<file path="src/rtl/scoreboard_pkg.sv">
// Shared types and constants for the BCD-entry to binary converter.
package scoreboard_pkg;

    // Entry FSM: no digits, partial entry, full entry, result presented.
    typedef enum logic [1:0] {
        StEmpty,
        StEntry,
        StFull,
        StHold
    } state_e;

    localparam int unsigned DIGIT_MAX = 9;
    localparam int unsigned BIN_W     = 8;

    // True when the nibble is a legal decimal digit.
    function automatic logic is_bcd(input logic [3:0] digit);
        return 32'(digit) <= DIGIT_MAX;
    endfunction

endpackage

</file>
<file path="src/rtl/mul10_add.sv">
// Combinational acc*10 + digit built from two shifts and adds, wrapping at BIN_W bits.
module mul10_add
    import scoreboard_pkg::*;
(
    input  logic [BIN_W-1:0] acc_i,
    input  logic [3:0]       digit_i,
    output logic [BIN_W-1:0] result_o
);

    logic [BIN_W-1:0] acc_x8;
    logic [BIN_W-1:0] acc_x2;

    assign acc_x8   = acc_i << 3;
    assign acc_x2   = acc_i << 1;
    assign result_o = acc_x8 + acc_x2 + {{(BIN_W - 4){1'b0}}, digit_i};

endmodule

</file>
<file path="src/rtl/decimal_to_bin.sv">
// Accumulates up to MAX_DIGITS BCD digits (MSD first) and presents the binary value
// through a valid/ready handshake once the entry is committed.
module decimal_to_bin
    import scoreboard_pkg::*;
#(
    parameter int unsigned MAX_DIGITS = 2
) (
    input  logic             clk_i,
    input  logic             rst_ni,
    input  logic [3:0]       digit_i,
    input  logic             digit_valid_i,
    output logic             digit_ready_o,
    input  logic             commit_i,
    input  logic             clear_i,
    output logic [BIN_W-1:0] bin_o,
    output logic             bin_valid_o,
    input  logic             bin_ready_i,
    output logic [1:0]       digit_count_o,
    output logic             error_o
);

    localparam logic [1:0] MaxCount = 2'(MAX_DIGITS);

    state_e           state_q;
    logic [BIN_W-1:0] acc_q;
    logic [1:0]       count_q;
    logic [BIN_W-1:0] bin_q;
    logic             bin_valid_q;
    logic             error_q;

    logic [BIN_W-1:0] acc_mac;
    logic [BIN_W-1:0] acc_next;
    logic [1:0]       count_inc;
    logic             digit_ok;
    logic             digit_take;

    mul10_add u_mul10_add (
        .acc_i    (acc_q),
        .digit_i  (digit_i),
        .result_o (acc_mac)
    );

    // Digit acceptance and the value a same-cycle commit would capture.
    assign digit_ok   = is_bcd(digit_i);
    assign digit_take = digit_valid_i && digit_ready_o && digit_ok;
    assign acc_next   = digit_take ? acc_mac : acc_q;
    assign count_inc  = count_q + 2'd1;

    assign digit_ready_o = (state_q == StEmpty) || (state_q == StEntry);
    assign bin_o         = bin_q;
    assign bin_valid_o   = bin_valid_q;
    assign digit_count_o = count_q;
    assign error_o       = error_q;

    // Entry FSM with registered result, count and sticky error; clear overrides everything.
    always_ff @(posedge clk_i or negedge rst_ni) begin
        if (!rst_ni) begin
            state_q     <= StEmpty;
            acc_q       <= '0;
            count_q     <= '0;
            bin_q       <= '0;
            bin_valid_q <= 1'b0;
            error_q     <= 1'b0;
        end else if (clear_i) begin
            state_q     <= StEmpty;
            acc_q       <= '0;
            count_q     <= '0;
            bin_q       <= '0;
            bin_valid_q <= 1'b0;
            error_q     <= 1'b0;
        end else begin
            unique case (state_q)
                StEmpty, StEntry: begin
                    if (digit_valid_i) begin
                        if (digit_ok) begin
                            acc_q   <= acc_mac;
                            count_q <= count_inc;
                            state_q <= (count_inc == MaxCount) ? StFull : StEntry;
                        end else begin
                            error_q <= 1'b1;
                        end
                    end
                    // An empty entry has nothing to commit.
                    if (commit_i && (state_q == StEntry)) begin
                        state_q     <= StHold;
                        bin_q       <= acc_next;
                        bin_valid_q <= 1'b1;
                    end
                end
                StFull: begin
                    if (commit_i) begin
                        state_q     <= StHold;
                        bin_q       <= acc_q;
                        bin_valid_q <= 1'b1;
                    end
                end
                StHold: begin
                    if (bin_ready_i) begin
                        state_q     <= StEmpty;
                        acc_q       <= '0;
                        count_q     <= '0;
                        bin_q       <= '0;
                        bin_valid_q <= 1'b0;
                        error_q     <= 1'b0;
                    end
                end
                default: state_q <= StEmpty;
            endcase
        end
    end

endmodule

</file>
<file path="config.mk">
export PLATFORM = sky130hd
export DESIGN_NAME = decimal_to_bin
export DESIGN_NICKNAME = d
export VERILOG_FILES = /design/src/rtl/scoreboard_pkg.sv /design/src/rtl/mul10_add.sv /design/src/rtl/decimal_to_bin.sv
export SDC_FILE = /design/constraint.sdc
export NUM_CORES = 1
export LEC_CHECK = 0
export BUFFER_PORTS_ARGS = -buffer_cell sky130_fd_sc_hd__buf_2
export CORE_ASPECT_RATIO = 1.5
export CORE_MARGIN = 4
export CORE_UTILIZATION = 29
export DETAILED_ROUTE_END_ITERATION = 16
export GPL_TIMING_DRIVEN = 1
export PLACE_DENSITY_LB_ADDON = 0.15
export SETUP_SLACK_MARGIN = 0.1
export SLEW_MARGIN = 20
export SYNTH_ARGS = -nofsm -noshare
export SYNTH_HDL_FRONTEND = slang
export SYNTH_SLANG_ARGS = --single-unit
</file>
<file path="constraint.sdc">
create_clock -name clk_i -period 3.2 [get_ports clk_i]
set_clock_uncertainty 0.2 [all_clocks]
set_input_delay 0.32 -clock clk_i [delete_from_list [all_inputs] [get_ports clk_i]]
set_output_delay 0.32 -clock clk_i [all_outputs]
set_load 0.05 [all_outputs]
</file>
==> metrics.csv, run 1 <==
metric;value;unit
via/cell ratio;5.225;
post_cts resized;0;
crit path time final;2493;ps
period utilization;77.92;%
P_sw;0.2742;mW
Worst R2R Start;acc_q[0]$_DFFE_PN0P_;
asr flop ratio synth;100.0;%
drt wl/cell;14.72;um
# setup viols final;0;
Min-Delay Endpoint;error_o$_DFFE_PN0P_;
largest net degree at the start of global routing;23;
Worst EP arrival;2470;ps
number of port buffers;22;
Setup TNS Final;0;ps
GP Congestion;0.8206;
Worst Hold Path Cells;2;
share of cells above drive strength 1;17.58;%
commonest cells after routing, fill and taps aside;dfrtp_1, buf_2, a21oi_1, o21ai_0, inv_1;
Leak;0.7990;nW
slew of the pin with the lowest slew margin;506.5;ps
die area;0.005809;mm^2
global route overflow;0;
Sequential Power Share;44.4;%
r2r setup slk;710;ps
Die X;63.58;um
final hold vios;0;
clock sinks;22;
CTS H-tree lvls;1;
first drt pass iteration count;4;
number of max-cap violations;0;
DRC;0;
synthesized flop and latch total;22;
achievable frequency;401.1;MHz
setup repair bufs after CTS;0;
Crit. End Element;flip-flop;
Post-DP HPWL;2.507;mm
Crit. Startpoint;acc_q[0]$_DFFE_PN0P_;
hold_sp;clear_i;
worst skew pair latency;260;ps
gr usage total;11.73;%
Ports;23;
Num CTS Buffers;3;
ys flop type;dfrtp_1;
die height;91.37;um
number of diodes;0;
internal power;0.4650;mW
Slew HR;66.14;%
Netlist Area Pre-Place;0.001344;mm^2
run status;completed;
yosys warns;0;
final WL;3.135;mm
initial antenna violation count;0;
post-synth top area cell;dfrtp_1;
Starting Density;29.83;%
Filler cells;497;
power share of the clock group;22.6;%
Synth top area share;40.97;%
RSZ-0062 raised after global routing;false;
Tot Pwr;0.7392;mW
Area contributors post-synth;dfrtp_1, ha_1, a21oi_1, o21ai_0, inv_1;
Area growth, synth to finish;13.87;%
Final Max Tran Viols;0;
dpl cells;209;
Iter 0 DRT Violations;63;
core region area;0.004504;mm^2
path depth of the worst reg2reg path;9;
Worst EP required;3180;ps
Vias;1113;
Final ANT Viol Nets;0;
worst setup path class;reg -> reg;
Net Sw Frac;37.09;%
Post-synth EDFFs;0;
Clock transition at path regs;70;ps
Seq/Total Area, Yosys;40.97;%
TritonCTS clock tree;done;
nets@finish;190;
Gate power share;33.0;%
Hold/Removal Path Class;in -> reg;
Syn Area/Cell;9.397;um^2
PwrDens;483.1;mW/mm^2
R2R Path End;bin_o[5]$_DFFE_PN0P_;
Distinct cells, synth;33;
Crit Path Max Fanout;4;
maximum clock path buffer count;2;
non-filler cells, final;213;
CP Launch Type;flip-flop;
Max rail drop VDD;0.1272;mV
Rows;30;
clock root buffer;clkbuf_8;
first-pass GRT wire length;5.423;mm
Post-Syn Instances;143;
Net Count, Synth;166;
vias in the first global route;1166;
==> metrics by stage <==
step | util [%] | setup WS, ps | instance area [um^2] | hold slack, ps
after floorplan | - | 873.9 | 1344 | -175.6
after global placement | 32.83 | 690.5 | 1479 | 120.8
after detailed placement | 32.83 | 644.2 | 1479 | 118.4
after CTS | 33.97 | 678.3 | 1530 | 82.99
after global routing | 33.97 | 471.8 | 1530 | 89.91
final | 33.97 | 706.7 | 1530 | 84.57
==> per-layer routing <==
layer / track usage (%) / up-vias / wire (um)
met1: 13.25 / 541 / 1301
met5: 0 / - / 0
met2: 21.27 / 20 / 1656
met4: 5.225 / 0 / 64
li1: - / 546 / -
met3: 1.733 / 6 / 113
==> timing repair <==
| item | 4_1_cts | 5_1_grt |
|---|---|---|
| endpoints found under the setup margin | 0 | 0 |
| hold buffers | 1 | 0 |
| endpoints found under the hold margin | 22 | 0 |
==> sequential cells by signal, summed over array words and instances, names as in the netlist <==
name,count
acc_q,8
state_q,2
bin_o,8
error_o,1
bin_valid_o,1
digit_count_o,2
==> power groups by stage <==
| stage | Clock [mW] | Sequential (mW) | Combinational (mW) |
|---|---|---|---|
| floorplan | 0 | 0.369 | 0.149 |
| global route | 0.184 | 0.333 | 0.274 |
| CTS | 0.173 | 0.329 | 0.250 |
| global placement | 0 | 0.333 | 0.245 |
| finish | 0.167 | 0.328 | 0.244 |
| detailed placement | 0 | 0.334 | 0.248 |
==> how the worst max path moves through the flow <==
stage / end / slack [ps]
floorplan: bin_o[6]$_DFFE_PN0P_ / 870
global placement: bin_o[7]$_DFFE_PN0P_ / 690
detailed placement: bin_o[5]$_DFFE_PN0P_ / 640
CTS: bin_o[7]$_DFFE_PN0P_ / 680
global route: bin_o[7]$_DFFE_PN0P_ / 470
finish: bin_o[5]$_DFFE_PN0P_ / 710
==> area by class of cell <==
type	count	area (um^2)	share of cell area, %
clock buffer	3	41.29	2.698
sequential	22	550.5	35.98
timing repair buffer	23	120.1	7.850
tap	48	60.06	3.925
multi-input combinational	102	701.9	45.87
inverter	15	56.30	3.679
==> cell families after synthesis <==
kind of cell / after synthesis / synth area share (%)
compound gates: 49 / 22.53
xor+xnor: 6 / 3.911
fa+ha+maj: 13 / 13.22
buf+inv: 19 / 6.796
flops: 22 / 40.97
mux: 1 / 0.7449
simple gates: 33 / 11.83
==> critical path: stages, from the launching register on <==
cell and delay [ps]:
dfrtp_1 410, inv_1 80, fa_1 550, inv_1 60
ha_1 300, a21o_1 160, a21oi_1 170, xnor2_1 190
a21oi_1 130, o21ai_0 160
==> Yosys cell counts (2+ instances only) <==
cell / number
buf_6: 2
nand2_1: 13
nor2_1: 6
and3_1: 6
o21ai_1: 2
o21ai_0: 15
ha_1: 11
a21oi_1: 15
nand3_1: 4
fa_1: 2
dfrtp_1: 22
a21o_1: 2
a22o_1: 6
xnor2_1: 5
inv_1: 14
(Power assumes the default switching activity.)
==> inputs of run 2 (changes only) <==
==> constraint.sdc (replaced) <==
create_clock -name clk_i -period 2.5 [get_ports clk_i]
set_clock_uncertainty 0.2 [all_clocks]
set_input_delay 0.25 -clock clk_i [delete_from_list [all_inputs] [get_ports clk_i]]
set_output_delay 0.25 -clock clk_i [all_outputs]
set_load 0.05 [all_outputs]
==> run 2 against run 1 <==
Critical path type unchanged. Setup slack got worse by 510 ps. Clock-buffer cell count unchanged. Wire length increased by 7.8%. Flip-flop and latch count unchanged. Fmax increased by 8.3%. Register-to-register slack got worse by 510 ps. Non-clock buffer count increased by 5.
==> metrics.csv, run 2 (synthesized netlist as in run 1, its figures left out) <==
metric;value;unit
core region area;0.004504;mm^2
path depth of the worst reg2reg path;9;
dpl cell area;0.001501;mm^2
Iter 0 DRT Violations;71;
fin area;0.001623;mm^2
Util after Layout;36.03;%
period utilization;92.10;%
# setup viols final;0;
achievable frequency;434.3;MHz
Vias;1145;
GP Congestion;0.7453;
number of port buffers;22;
Max rail drop VDD;0.1811;mV
Worst Hold Path Cells;2;
worst skew pair latency;260;ps
Die X;63.58;um
Crit Path Max Fanout;2;
number of max-cap violations;0;
slew of the pin with the lowest slew margin;503.4;ps
Worst R2R Start;acc_q[0]$_DFFE_PN0P_;
Area growth, synth to finish;20.76;%
Worst EP arrival;2290;ps
Leak;0.8201;nW
commonest cells after routing, fill and taps aside;dfrtp_1, buf_2, o21ai_0;
gr usage total;11.86;%
Setup TNS Final;0;ps
Worst EP required;2490;ps
hold_sp;clear_i;
Final Max Tran Viols;0;
die height;91.37;um
largest net degree at the start of global routing;23;
clock root buffer;clkbuf_8;
first drt pass iteration count;4;
share of cells above drive strength 1;25.88;%
drt wl/cell;15.50;um
Min-Delay Endpoint;error_o$_DFFE_PN0P_;
R2R Path End;bin_o[5]$_DFFE_PN0P_;
run status;completed;
maximum clock path buffer count;2;
die area;0.005809;mm^2
r2r setup slk;200;ps
initial antenna violation count;0;
final WL;3.380;mm
Rows;30;
RSZ-0062 raised after global routing;true;
Ports;23;
Slew HR;66.44;%
Crit. End Element;flip-flop;
TritonCTS clock tree;done;
CP Launch Type;flip-flop;
DRC;0;
clock sinks;22;
CTS H-tree lvls;1;
Starting Density;29.83;%
number of diodes;0;
worst setup path class;reg -> reg;
Hold/Removal Path Class;in -> reg;
Clock transition at path regs;70;ps
vias in the first global route;1048;
final hold vios;0;
Post-DP HPWL;2.603;mm
first-pass GRT wire length;5.388;mm
crit path time final;2303;ps
global route overflow;0;
PwrDens;604.5;mW/mm^2
Final ANT Viol Nets;0;
via/cell ratio;5.252;
Num CTS Buffers;3;
nets@finish;195;
run 2: routing by layer:
metal  vias up  global-route usage [%]  share of wire [%]
met5         -                       0                  0
met4         0                   5.045                2.7
met3         8                   1.733                4.8
met2        35                   21.19                 53
met1       545                   13.78                 40
li1        557                       -                  -
run 2: area by class of cell:
cell class                      instances  area (um^2)
Multi-Input combinational cell        102        757.0
Clock buffer                            3        41.29
Timing Repair Buffer                   28        157.7
Tap cell                               48        60.06
Sequential cell                        22        550.5
Fill cell                             476         2882
Inverter                               15        56.30
run 2: where the power goes:
part | internal (mW) | switching [mW] | total, mW | leakage, nW
Sequential | 0.388 | 0.0315 | 0.419 | 0.299
Clock | 0.107 | 0.108 | 0.215 | 0.0216
Combinational | 0.119 | 0.228 | 0.346 | 0.499
run 2: what timing repair did:
item	4_1_cts	5_1_grt
setup endpoints to repair	4	4
pin swaps	4	9
hold buffers	1	0
hold endpoints to repair	22	0
setup buffers	1	1
gates resized for setup	4	8
run 2: critical path, stage by stage (launching register included):
cell and delay [ps]:
dfrtp_1 380, inv_2 50, fa_1 560, inv_2 60, ha_4 240, a21o_1 160, a21oi_1 170, xnor2_1 190
a21oi_1 120, o21ai_1 120
run 2: metrics by stage:
stage               power, mW  std cells  hold slack, ps  setup WS (ps)
global placement       0.7470        212           42.12          56.58
floorplan              0.6634        143          -245.6          173.9
CTS                    0.9817        217           15.85          78.01
finish                 0.9810        218           18.22          197.4
detailed placement     0.7514        212           59.61         -25.89
global route            1.047        218           19.60          63.94
run 2: worst max path at each step:
stage                              start                    to  slack, ps
floorplan           acc_q[0]$_DFFE_PN0P_  bin_o[6]$_DFFE_PN0P_        170
global placement              digit_i[3]  bin_o[7]$_DFFE_PN0P_         60
detailed placement  acc_q[0]$_DFFE_PN0P_  bin_o[7]$_DFFE_PN0P_        -30
CTS                 acc_q[2]$_DFFE_PN0P_  bin_o[7]$_DFFE_PN0P_         80
global route        acc_q[0]$_DFFE_PN0P_  bin_o[7]$_DFFE_PN0P_         60
finish              acc_q[0]$_DFFE_PN0P_  bin_o[5]$_DFFE_PN0P_        200
==> inputs of run 3 (changes only) <==
==> constraint.sdc (replaced) <==
create_clock -name clk_i -period 1.9 [get_ports clk_i]
set_clock_uncertainty 0.2 [all_clocks]
set_input_delay 0.19 -clock clk_i [delete_from_list [all_inputs] [get_ports clk_i]]
set_output_delay 0.19 -clock clk_i [all_outputs]
set_load 0.05 [all_outputs]
==> run 3 against run 2 <==
Sequential power up 31%. Flip-flop and latch count unchanged. Utilization up 3.3 points. The flow now finishes with violations (negative setup slack). Wire length down 0.68%. First-iteration DRC count down 41%. Largest cell class unchanged. Setup slack worse by 580 ps. Global-route usage up 0.099 points. Combinational power up 49%.
==> metrics.csv, run 3 (synthesized netlist as in run 1, its figures left out) <==
metric;value;unit
Final ANT Viol Nets;0;
vias in the first global route;1179;
Num CTS Buffers;3;
Clock transition at path regs;90;ps
first-pass GRT wire length;5.554;mm
number of port buffers;22;
Leak;0.9207;nW
FF+latch area;550.5;um^2
Worst Hold Path Cells;3;
run status;complete, but fails checks;
internal power;0.9924;mW
worst skew pair latency;270;ps
number of max-cap violations;0;
final hold vios;0;
Filler cells;472;
commonest cells after routing, fill and taps aside;dfrtp_1, buf_2, buf_4;
GP Congestion;0.7717;
nets@finish;208;
slowest CP cell;fa_2;
Starting Density;29.83;%
largest net degree at the start of global routing;23;
drt wl/cell;14.47;um
# setup viols final;9;
die height;91.37;um
Final Max Tran Viols;0;
R2R Path End;bin_o[6]$_DFFE_PN0P_;
first drt pass iteration count;4;
crit path time final;2282;ps
worst setup path class;reg -> reg;
Crit. End Element;flip-flop;
die area;0.005809;mm^2
PwrDens;859.3;mW/mm^2
Worst R2R Start;acc_q[2]$_DFFE_PN0P_;
power share of the clock group;30.1;%
max incr delay on CP;460;ps
Min-Delay Endpoint;state_q[1]$_DFFE_PN0P_;
Vias;1171;
RSZ-0062 raised after global routing;true;
CTS H-tree lvls;1;
Iter 0 DRT Violations;42;
CP Launch Type;flip-flop;
hold_sp;digit_valid_i;
Slew HR;64.28;%
CP delay by family, top;adder cells;
via/cell ratio;5.047;
Rows;30;
failing checks;negative setup slack;
DRC;0;
achievable frequency;438.3;MHz
TritonCTS clock tree;done;
number of diodes;0;
Final WS setup;-381.7;ps
Post-DP HPWL;2.575;mm
Util after Layout;39.31;%
pre-CTS WS;-399.0;ps
Die X;63.58;um
r2r setup slk;-380;ps
Hold/Removal Path Class;in -> reg;
Setup TNS Final;-2392;ps
core region area;0.004504;mm^2
Worst EP arrival;2250;ps
Sequential Power Share;35.9;%
slew of the pin with the lowest slew margin;535.7;ps
Worst EP required;1870;ps
period utilization;120.1;%
Area growth, synth to finish;31.75;%
maximum clock path buffer count;2;
Ports;23;
Tot Pwr;1.521;mW
Crit Path Max Fanout;2;
global route overflow;0;
clock sinks;22;
Net Sw Frac;34.77;%
share of cells above drive strength 1;32.61;%
final WL;3.357;mm
clock root buffer;clkbuf_8;
initial antenna violation count;0;
cells along the critical path;inv_1 -> fa_2 -> fa_2 -> inv_1 -> a21o_1 -> a21oi_2 -> xnor2_1 -> a221o_1;
area of the multi-input gates;768.2;um^2
gr usage total;11.96;%
P_sw;0.5289;mW
Max rail drop VDD;0.2493;mV
Gate power share;34.0;%
path depth of the worst reg2reg path;8;
WP buf/inv;2;
==> run 3: changes by cell type in the layout (fill, tap and decap cells not counted), moves of 2 or more <==
cell	before	now
a21oi_1	13	11
a21oi_2	2	4
buf_4	5	15
dlygate4sd3_1	1	3
ha_1	7	9
ha_4	3	1
o21ai_0	14	12
o21ai_1	3	5
xnor2_1	5	3
==> run 3: through the flow <==
stage                     cells  hold slack [ps]  instance area, um^2
after detailed placement    225           -1.659                 1622
after floorplan             143           -305.6                 1366
after global routing        232            35.28                 1770
after CTS                   232            14.07                 1749
final                       232            15.50                 1770
after global placement      225           -10.53                 1622
==> run 3: worst max-delay path by stage <==
stage | end | start | cells after the start | slack, ps
floorplan | bin_o[6]$_DFFE_PN0P_ | acc_q[1]$_DFFE_PN0P_ | 9 | -330
global placement | bin_o[7]$_DFFE_PN0P_ | digit_i[3] | 10 | -360
detailed placement | bin_o[7]$_DFFE_PN0P_ | acc_q[2]$_DFFE_PN0P_ | 9 | -400
CTS | bin_o[7]$_DFFE_PN0P_ | acc_q[0]$_DFFE_PN0P_ | 9 | -380
global route | bin_o[7]$_DFFE_PN0P_ | acc_q[2]$_DFFE_PN0P_ | 9 | -520
finish | bin_o[6]$_DFFE_PN0P_ | acc_q[2]$_DFFE_PN0P_ | 8 | -380
==> run 3: cell type report <==
class | count | area share (%)
repair buffers | 41 | 14.91
clock inverters | 1 | 1.696
multi-input cells | 102 | 43.39
well taps | 48 | 3.392
flip-flops and latches | 22 | 31.10
inverters | 15 | 3.180
clock buffers | 3 | 2.332
==> run 3: layer usage <==
metal,share of wire (%),vias up,track usage (%)
met5,0,-,0
met4,1.8,0,4.865
met3,2.4,4,0.9901
met2,50,18,20.31
met1,46,569,15.38
li1,-,580,-
==> run 3: power groups by stage <==
stage / clock (mW) / sequential [mW] / combinational [mW]
after floorplan: 0 / 0.621 / 0.263
after global placement: 0 / 0.554 / 0.472
after detailed placement: 0 / 0.556 / 0.477
after CTS: 0.465 / 0.547 / 0.501
after global routing: 0.483 / 0.554 / 0.566
final: 0.458 / 0.547 / 0.517
==> run 3: worst min-delay path, stage by stage <==
cell	delay, ps
buf_2	120
nand3_1	70
a21oi_1	70
==> run 3: repair_timing <==
| action | in CTS | in global routing |
|---|---|---|
| buffers inserted | 0 | 1 |
| endpoints found under the setup margin | 10 | 10 |
| hold buffers | 3 | 0 |
| pin swaps | 13 | 3 |
| endpoints found under the hold margin | 25 | 0 |
| resized for setup | 6 | 5 |
